<file path="config.mk">
export PLATFORM = sky130hd
export DESIGN_NAME = div4_pair_packer
export DESIGN_NICKNAME = d
export VERILOG_FILES = /design/src/rtl/div4_pair_packer.sv
export SDC_FILE = /design/constraint.sdc
export NUM_CORES = 1
export LEC_CHECK = 0
export ABC_CLOCK_PERIOD_IN_PS = 4700
export CORE_UTILIZATION = 43
export CTS_CLUSTER_DIAMETER = 30
export CTS_CLUSTER_SIZE = 20
export DETAILED_ROUTE_END_ITERATION = 16
export PLACE_DENSITY_LB_ADDON = 0.12
export SLEW_MARGIN = 20
export SYNTH_ARGS = -nofsm -noshare
export SYNTH_HDL_FRONTEND = slang
export SYNTH_SLANG_ARGS = --single-unit
</file>
<file path="constraint.sdc">
create_clock -name CLKin -period 4.7 [get_ports CLKin]
set_input_delay 0.94 -clock CLKin [delete_from_list [all_inputs] [get_ports CLKin]]
set_output_delay 0.94 -clock CLKin [all_outputs]
set_load 0.03 [all_outputs]
</file>
<file path="src/rtl/div4_pair_packer.sv">
// -----------------------------------------------------------------------------
// div4_pair_packer
//
// Packs the byte stream coming out of the divide-by-4 byte stage into 16-bit
// words, first byte in the high half. If a lone byte stays unpaired for
// FLUSH_GAP idle cycles, it is flushed with a zero low byte and marked partial.
// Words go into a show-ahead FIFO that is read with a valid/ready handshake.
//
// Parameters
//   DEPTH      FIFO entries (power of 2, >= 2)
//   FLUSH_GAP  idle cycles after a lone held byte before it is flushed (>= 1)
//
// Ports
//   CLKin        in   clock, rising edge
//   reset        in   asynchronous active-low reset
//   data_in      in   [7:0]  byte from the divide-by-4 stage
//   data_valid   in   data_in valid this cycle (no backpressure)
//   out_data     out  [15:0] FIFO head word {first_byte, second_byte}
//   out_partial  out  head word was flushed; low byte is pad 8'h00
//   out_valid    out  FIFO not empty
//   out_ready    in   consumer takes the head word this cycle
//   fifo_count   out  [clog2(DEPTH):0] entries stored
//   overflow     out  sticky: a word was dropped because the FIFO was full
//
// Optional feature (macro DIV4_PACK_STATS_EN)
//   word_cnt     out  [15:0] successfully pushed words, saturating
//   partial_cnt  out  [15:0] successfully pushed flush words, saturating
// -----------------------------------------------------------------------------
module div4_pair_packer #(
    parameter int DEPTH     = 4,
    parameter int FLUSH_GAP = 3
) (
    input  logic                     CLKin,
    input  logic                     reset,
    input  logic [7:0]               data_in,
    input  logic                     data_valid,
    output logic [15:0]              out_data,
    output logic                     out_partial,
    output logic                     out_valid,
    input  logic                     out_ready,
    output logic [$clog2(DEPTH):0]   fifo_count,
    output logic                     overflow
`ifdef DIV4_PACK_STATS_EN
    ,
    output logic [15:0]              word_cnt,
    output logic [15:0]              partial_cnt
`endif
);

    localparam int AW = $clog2(DEPTH);
    localparam int CW = AW + 1;
    localparam int GW = $clog2(FLUSH_GAP + 1);
    localparam logic [GW-1:0] GAP_LAST = GW'(FLUSH_GAP - 1);
    localparam logic [CW-1:0] FULL_CNT = CW'(DEPTH);

    typedef enum logic {IDLE = 1'b0, HOLD = 1'b1} state_t;

    function automatic logic [15:0] sat_inc(input logic [15:0] v);
        return (v == 16'hFFFF) ? v : v + 16'd1;
    endfunction

    state_t          state_q;
    logic [7:0]      held_q;
    logic [GW-1:0]   gap_q;

    logic [16:0]     mem_q [DEPTH];
    logic [AW-1:0]   wr_ptr_q, rd_ptr_q;
    logic [CW-1:0]   count_q, count_d;
    logic            overflow_q;

    logic            push_d;
    logic [16:0]     push_entry_d;
    logic            do_pop, do_wr, full;

    // ---- packing FSM: decides this cycle's push ----
    // The push fires on the same edge that completes the pair or expires the
    // gap, so it is decoded combinationally from the registered state.
    always_comb begin
        push_d       = 1'b0;
        push_entry_d = {1'b0, held_q, data_in};
        if (state_q == HOLD) begin
            if (data_valid) begin
                push_d       = 1'b1;
                push_entry_d = {1'b0, held_q, data_in};
            end else if (gap_q == GAP_LAST) begin
                push_d       = 1'b1;
                push_entry_d = {1'b1, held_q, 8'h00};
            end
        end
    end

    always_ff @(posedge CLKin or negedge reset) begin
        if (!reset) begin
            state_q <= IDLE;
            held_q  <= '0;
            gap_q   <= '0;
        end else begin
            case (state_q)
                IDLE: begin
                    if (data_valid) begin
                        held_q  <= data_in;
                        gap_q   <= '0;
                        state_q <= HOLD;
                    end
                end
                HOLD: begin
                    if (data_valid || gap_q == GAP_LAST) begin
                        gap_q   <= '0;
                        state_q <= IDLE;
                    end else begin
                        gap_q <= gap_q + GW'(1);
                    end
                end
                default: state_q <= IDLE;
            endcase
        end
    end

    // ---- show-ahead FIFO ----
    // A pop on the same edge frees a slot, so a push into a full FIFO that is
    // being read is still accepted.
    assign full   = (count_q == FULL_CNT);
    assign do_pop = out_valid && out_ready;
    assign do_wr  = push_d && (!full || do_pop);

    always_comb begin
        count_d = count_q + CW'(do_wr) - CW'(do_pop);
    end

    always_ff @(posedge CLKin or negedge reset) begin
        if (!reset) begin
            wr_ptr_q   <= '0;
            rd_ptr_q   <= '0;
            count_q    <= '0;
            overflow_q <= 1'b0;
        end else begin
            count_q <= count_d;
            if (do_wr)  wr_ptr_q <= wr_ptr_q + AW'(1);
            if (do_pop) rd_ptr_q <= rd_ptr_q + AW'(1);
            if (push_d && !do_wr) overflow_q <= 1'b1;
        end
    end

    // Storage carries data only; validity comes from the pointers/count.
    always_ff @(posedge CLKin) begin
        if (do_wr) mem_q[wr_ptr_q] <= push_entry_d;
    end

    assign out_valid  = (count_q != '0);
    assign fifo_count = count_q;
    assign overflow   = overflow_q;

    // Gate the head so the outputs read zero when nothing is stored.
    assign {out_partial, out_data} = out_valid ? mem_q[rd_ptr_q] : 17'd0;

`ifdef DIV4_PACK_STATS_EN
    // ---- statistics ----
    logic [15:0] word_cnt_q, partial_cnt_q;

    always_ff @(posedge CLKin or negedge reset) begin
        if (!reset) begin
            word_cnt_q    <= '0;
            partial_cnt_q <= '0;
        end else if (do_wr) begin
            word_cnt_q <= sat_inc(word_cnt_q);
            if (push_entry_d[16]) partial_cnt_q <= sat_inc(partial_cnt_q);
        end
    end

    assign word_cnt    = word_cnt_q;
    assign partial_cnt = partial_cnt_q;
`endif

endmodule

</file>
==> results.py, run 1 <==
metrics = {
    "power": {
        "switching_share_pct": 35.1,
        "p_leak_uw": 0.00143,
        "clkPwrFrac_pct": 17.5,
        "pwr-share-comb_pct": 39.8,
        "power.total_uw": 2600,
        "p_switching_uw": 911,
        "cellPowerDensity_nw_per_um2": 630,
        "p_int_uw": 1690,
        "ir_drop_mv": 0.343,
        "seqPwrFrac_pct": 42.6,
    },
    "sta": {
        "grt_setup_unrepaired": "no",
        "worst_pin_slew_ps": 980,
        "finalCritPeriodShare_pct": 74.8,
        "slew_headroom_pct": 34.7,
        "setup_tns_ps": 0,
        "fmax_mhz": 285,
        "hold_viol_final": 0,
        "setup_viol_count_final": 0,
        "worst_hold_slack_ps": 486,
        "slew_violations": 0,
        "fin_crit_ps": 3510,
        "clock_skew_ps": 7.08,
    },
    "drt": {
        "ant_nets": 0,
        "via_per_inst": 5.11,
        "totalWireLength_um": 6180,
        "firstDrtPassIters": 4,
        "drc_errors": 0,
        "drt_iter0_markers": 128,
        "vias": 1700,
        "drt-wirelength-per-cell_um": 18.6,
    },
    "floorplan": {
        "die_width_um": 92.6,
        "die_h_um": 92.6,
        "dieArea_sq_um": 8570,
        "core_area_sq_um": 7850,
        "initial_core_util_pct": 45.0,
        "io_pins": 34,
        "num_rows": 32,
    },
    "placement": {
        "port_buffers": 33,
        "gp_congestion": 0.762,
        "place_hpwl_um": 3960,
        "dpl_cell_area_sq_um": 3950,
    },
    "clock_network": {
        "post_cts_buffers": 0,
        "path_clk_slew_ps": 80,
        "clock_sinks": 87,
        "clkLatencyLatePin_ps": 350,
        "tritoncts": "yes",
        "cts_buffers": 9,
        "cts.path.max_buffers": 2,
        "htreeDepth": 3,
        "cts_resized": 0,
        "clock-root-buffer": "clkbuf_8",
        "postCtsHoldBufs": 0,
    },
    "job": {
        "cap_violations": 0,
    },
    "final_layout": {
        "drive_gt1_share_pct": 19.5,
        "fin_area_sq_um": 4130,
        "antenna_cells": 0,
        "nNetsFinal": 246,
        "post-route-util_pct": 52.6,
        "syn2layout_area_growth_pct": 17.0,
    },
    "status": {
        "status": "complete, no violations",
    },
    "critical_path": {
        "worst_ep_required_time_ps": 3760,
        "critPathKind": "reg -> out",
        "path_max_fanout": 14,
        "worst_ep_arrival_time_ps": 2570,
        "critical_path.startpoint_type": "register",
        "rrSetupSlack_ps": 1980,
        "endpoint_kind": "output port",
    },
    "global_routing": {
        "antenna_found_initial": 0,
        "grt_pass1_vias": 1878,
        "grt_max_degree": 21,
        "track_usage_pct": 16.4,
        "globalRouteOverflowTotal": 0,
        "grt_pass1_wl_um": 10000,
    },
    "yosys": {
        "synthTopCellsByArea": "edfxtp_1 (58%), dfrtp_1 (13%), mux4_2 (11%)",
        "synth_edf_count": 68,
        "syn_nets": 207,
        "syn_inst": 187,
        "ys_types": 27,
        "ys.warnings.count": 0,
        "syn_avg_cell_area_sq_um": 18.9,
        "ys.flop_type": "edfxtp_1",
        "ys_seq_area_share_pct": 71.3,
        "ys_seq_elements": 87,
        "synth_top_area_share_pct": 57.9,
        "synth_top_cell_by_area": "edfxtp_1",
        "synthArstFlopShare_pct": 21.8,
        "syn_area_sq_um": 3530,
    },
    "min_path": {
        "min_path_type": "reg -> reg",
    },
}
## cells by family after synthesis
logic type               after synthesis  share of synthesized area [%]
AO/OA/AOI/OAI                          5                          0.887
XOR/XNOR                               5                           1.24
adder cells (fa/ha/maj)                8                           3.05
buffers and inverters                 15                           2.09
flip-flops                            87                           71.3
multiplexers                          26                           13.8
AND/OR/NAND/NOR                       41                           7.55
## state kept, by name, indices dropped and copies added (netlist names)
signal and flops:
fifo_count 3, gap_q 2, held_q 8, mem_q 68, overflow 1, rd_ptr_q 2
state_q 1, wr_ptr_q 2
## final timing paths
kind | from | to | cells after the start
max reg2reg | fifo_count[1]$_DFF_PN0_ | fifo_count[2]$_DFF_PN0_ | 8
min | overflow$_DFFE_PN0P_ | overflow$_DFFE_PN0P_ | 1
min in group asynchronous | reset | gap_q[0]$_DFFE_PN0P_ | 1
min reg2reg | overflow$_DFFE_PN0P_ | overflow$_DFFE_PN0P_ | 1
max | rd_ptr_q[0]$_DFFE_PN0P_ | out_data[9] | 4
max in group asynchronous | reset | held_q[2]$_DFFE_PN0P_ | 1
## power groups by stage
stage | Clock, uW | Combinational (uW) | Sequential, uW
floorplan | 0 | 716 | 1090
global placement | 0 | 1030 | 1110
detailed placement | 0 | 1050 | 1130
CTS | 465 | 1060 | 1110
global route | 494 | 1110 | 1130
finish | 456 | 1030 | 1110
## metrics by stage
| stage | setup slack (ps) | std cells |
|---|---|---|
| finish | 1190 | 333 |
| global route | 1050 | 333 |
| CTS | 1100 | 333 |
| detailed placement | 1450 | 317 |
| global placement | 1520 | 317 |
| floorplan | 2010 | 187 |
## routing by layer
metal | part of all wire (%) | global-route usage (%) | up-vias
met5 | 0 | 0 | -
met4 | 1.4 | 7.03 | 0
met3 | 3.5 | 3.04 | 9
met2 | 52 | 28.3 | 37
met1 | 43 | 20.2 | 872
li1 | - | - | 782
## area by class of cell
type	count	area, sq um
Fill cell	656	3720
Sequential cell	87	2520
Multi-Input combinational cell	85	937
Timing Repair Buffer	34	338
Tap cell	102	128
Clock buffer	9	124
Clock inverter	7	48.8
Inverter	9	33.8
## Yosys cell counts, types with 2 or more instances
library cell   n
edfxtp_1      68
and2_1        30
dfrtp_1       19
mux4_2        17
inv_1          9
mux2_2         8
ha_1           7
xnor2_1        4
a21oi_1        2
buf_2          2
buf_6          2
clkbuf_1       2
nor2_1         2
nor3b_1        2
## placed cells by master, fill, tap and decap left out
master / Yosys / layout
nand3_1: 1 / 1
clkinv_4: 0 / 1
xnor2_1: 4 / 4
inv_1: 9 / 9
o21ai_0: 1 / 1
edfxtp_1: 68 / 68
or4b_4: 1 / 1
clkinv_2: 0 / 1
nand2_1: 1 / 1
or3_1: 1 / 1
clkinvlp_4: 0 / 3
clkdlybuf4s50_1: 0 / 33
inv_6: 0 / 1
fa_1: 1 / 1
clkbuf_8: 0 / 9
clkinv_1: 0 / 1
a21oi_1: 2 / 2
mux2_2: 8 / 8
nor3b_1: 2 / 2
xor2_1: 1 / 1
nor2b_4: 1 / 1
nor2_1: 2 / 2
dfrtp_1: 19 / 19
mux2_4: 1 / 1
nand2b_1: 1 / 1
o21bai_1: 1 / 1
ha_1: 7 / 7
and2_1: 30 / 30
buf_4: 0 / 1
o21ai_2: 1 / 1
nand3b_1: 1 / 1
mux4_2: 17 / 17
## worst max-delay path, stage by stage, from the launching register on
cell	delay, ps
dfrtp_1	550
buf_4	370
mux4_2	550
and2_1	170
clkdlybuf4s50_1	590
Power figures use the tool's default switching activity.
==> run 2: changes to the inputs <==
Settings changed: ABC_CLOCK_PERIOD_IN_PS 4700 to 3300.
Clock period 4.7 ns to 3.3 ns, I/O delays scaled along.
==> results.py, run 2 (synthesis gave the netlist of run 1 again) <==
metrics = {
    "critical_path": {
        "worst-r2r-cell-count": 8,
        "worst_ep_required_time_ps": 2640,
        "path_delay_family": "simple AND/OR/NAND/NOR gates",
        "cpPeakStageDelay_ps": 710,
        "crit_slowest_cell": "or3_1",
        "worst_ep_arrival_time_ps": 2350,
        "rrSetupSlack_ps": 530,
        "endpoint_kind": "output port",
        "critPathCapture": "out_data[4]",
        "worstSetupPathDepth": 3,
        "path_max_fanout": 20,
        "cp-startpoint": "fifo_count[1]$_DFF_PN0_",
        "crit_chain": "or3_1 > and2_1 > clkdlybuf4s50_1",
        "crit_buf_inv": 1,
        "critPathKind": "reg -> out",
        "critical_path.startpoint_type": "register",
        "reg2reg_to": "fifo_count[2]$_DFF_PN0_",
        "timing.rr.start": "fifo_count[1]$_DFF_PN0_",
    },
    "placement": {
        "gp_congestion": 0.704,
        "place_hpwl_um": 4070,
        "pre_cts_ws_ps": 280,
        "port_buffers": 33,
    },
    "global_routing": {
        "grt.busiest_layer": "met2",
        "antenna_found_initial": 0,
        "grt_pass1_vias": 1962,
        "grt_use_met1_pct": 20.4,
        "grt_max_degree": 21,
        "track_usage_pct": 16.9,
        "grtUsageMet3_pct": 2.71,
        "grt_pass1_wl_um": 10300,
        "grtUsageMet2_pct": 29.0,
        "globalRouteOverflowTotal": 0,
    },
    "clock_network": {
        "post_cts_buffers": 0,
        "htreeDepth": 3,
        "cts.path.max_buffers": 2,
        "postCtsHoldBufs": 0,
        "tritoncts": "yes",
        "cts_buffers": 9,
        "clkLatencyLatePin_ps": 340,
        "path_clk_slew_ps": 70,
        "clock-root-buffer": "clkbuf_8",
        "cts_resized": 0,
        "clock_sinks": 87,
    },
    "final_layout": {
        "antenna_cells": 0,
        "syn2layout_area_growth_pct": 17.9,
        "fill_cells": 653,
        "most-common-layout-cells": "edfxtp_1 (68), clkdlybuf4s50_1 (33), and2_1 (30)",
        "post-route-util_pct": 53.0,
        "top_register": "mem_q",
        "final_common_cell": "edfxtp_1",
        "nNetsFinal": 251,
        "largest_register_ffs": 68,
        "drive_gt1_share_pct": 20.3,
    },
    "sta": {
        "worst_hold_slack_ps": 478,
        "setup_tns_ps": 0,
        "worst_pin_slew_ps": 920,
        "fin_crit_ps": 3010,
        "finalCritPeriodShare_pct": 91.3,
        "setup_viol_count_final": 0,
        "clock_skew_ps": 8.17,
        "slew_violations": 0,
        "setup_slack_ps": 288,
        "hold_viol_final": 0,
        "grt_setup_unrepaired": "no",
        "fmax_mhz": 332,
        "slew_headroom_pct": 38.5,
    },
    "status": {
        "status": "complete, no violations",
    },
    "power": {
        "power.total_uw": 3710,
        "pwr-share-comb_pct": 42.2,
        "p_int_uw": 2430,
        "cellPowerDensity_nw_per_um2": 892,
        "switching_share_pct": 34.6,
        "ir_drop_mv": 0.483,
        "seqPwrFrac_pct": 41.4,
        "p_switching_uw": 1280,
        "p_leak_uw": 0.00146,
        "clkPwrFrac_pct": 16.4,
    },
    "drt": {
        "firstDrtPassIters": 4,
        "vias": 1744,
        "totalWireLength_um": 6290,
        "via_per_inst": 5.16,
        "drt_iter0_markers": 68,
        "ant_nets": 0,
        "drt-wirelength-per-cell_um": 18.6,
        "drc_errors": 0,
    },
    "floorplan": {
        "die_h_um": 92.6,
        "num_rows": 32,
        "io_pins": 34,
        "die_width_um": 92.6,
        "core_area_sq_um": 7850,
        "initial_core_util_pct": 45.0,
        "dieArea_sq_um": 8570,
    },
    "min_path": {
        "min_path_type": "reg -> reg",
        "holdPathStages": 1,
    },
    "job": {
        "cap_violations": 0,
    },
}
## run 2: cell count changes in the layout (fill, tap and decap cells not counted), sizes merged
cell,previous run,this run
buf,1,6
clkbuf,9,11
clkinv,3,4
clkinvlp,3,1
inv,10,9
## run 2: how the worst min path moves through the flow
stage	slack, ps	endpoint	startpoint
finish	480	overflow$_DFFE_PN0P_	overflow$_DFFE_PN0P_
detailed placement	460	overflow$_DFFE_PN0P_	overflow$_DFFE_PN0P_
global route	500	overflow$_DFFE_PN0P_	overflow$_DFFE_PN0P_
global placement	480	overflow$_DFFE_PN0P_	overflow$_DFFE_PN0P_
floorplan	360	fifo_count[0]$_DFF_PN0_	reset
CTS	480	overflow$_DFFE_PN0P_	overflow$_DFFE_PN0P_
## run 2: metrics by stage
step | cell area [sq um] | std cells
6_report | 4160 | 338
5_1_grt | 4160 | 338
4_1_cts | 4160 | 338
3_5_place_dp | 4000 | 322
3_3_place_gp | 4000 | 322
2_1_floorplan | 3530 | 187
## run 2: worst reg2reg max path, cell delays in order (launching register included)
cell	delay (ps)
dfrtp_1	420
or3_1	710
and2_1	330
ha_1	280
inv_1	40
ha_1	190
fa_1	390
xnor2_1	200
xnor2_1	140
## run 2: power groups by stage
stage / clock network (uW) / logic, uW / registers (uW)
floorplan: 0 / 1020 / 1550
global placement: 0 / 1560 / 1540
detailed placement: 0 / 1600 / 1560
CTS: 624 / 1600 / 1540
global route: 667 / 1680 / 1560
finish: 610 / 1570 / 1540
## run 2: per-layer routing
layer,share of wire [%],up-vias
li1,-,792
met1,44,909
met2,51,34
met3,2.9,9
met4,2.0,0
met5,0,-
## run 2: layout make-up
type                            count  area, sq um  share of cell area, %
Clock inverter                      5         26.3                  0.631
Inverter                            9         33.8                  0.812
Multi-Input combinational cell     85          937                   22.5
Timing Repair Buffer               39          388                   9.32
Tap cell                          102          128                   3.07
Sequential cell                    87         2520                   60.5
Clock buffer                       11          131                   3.16
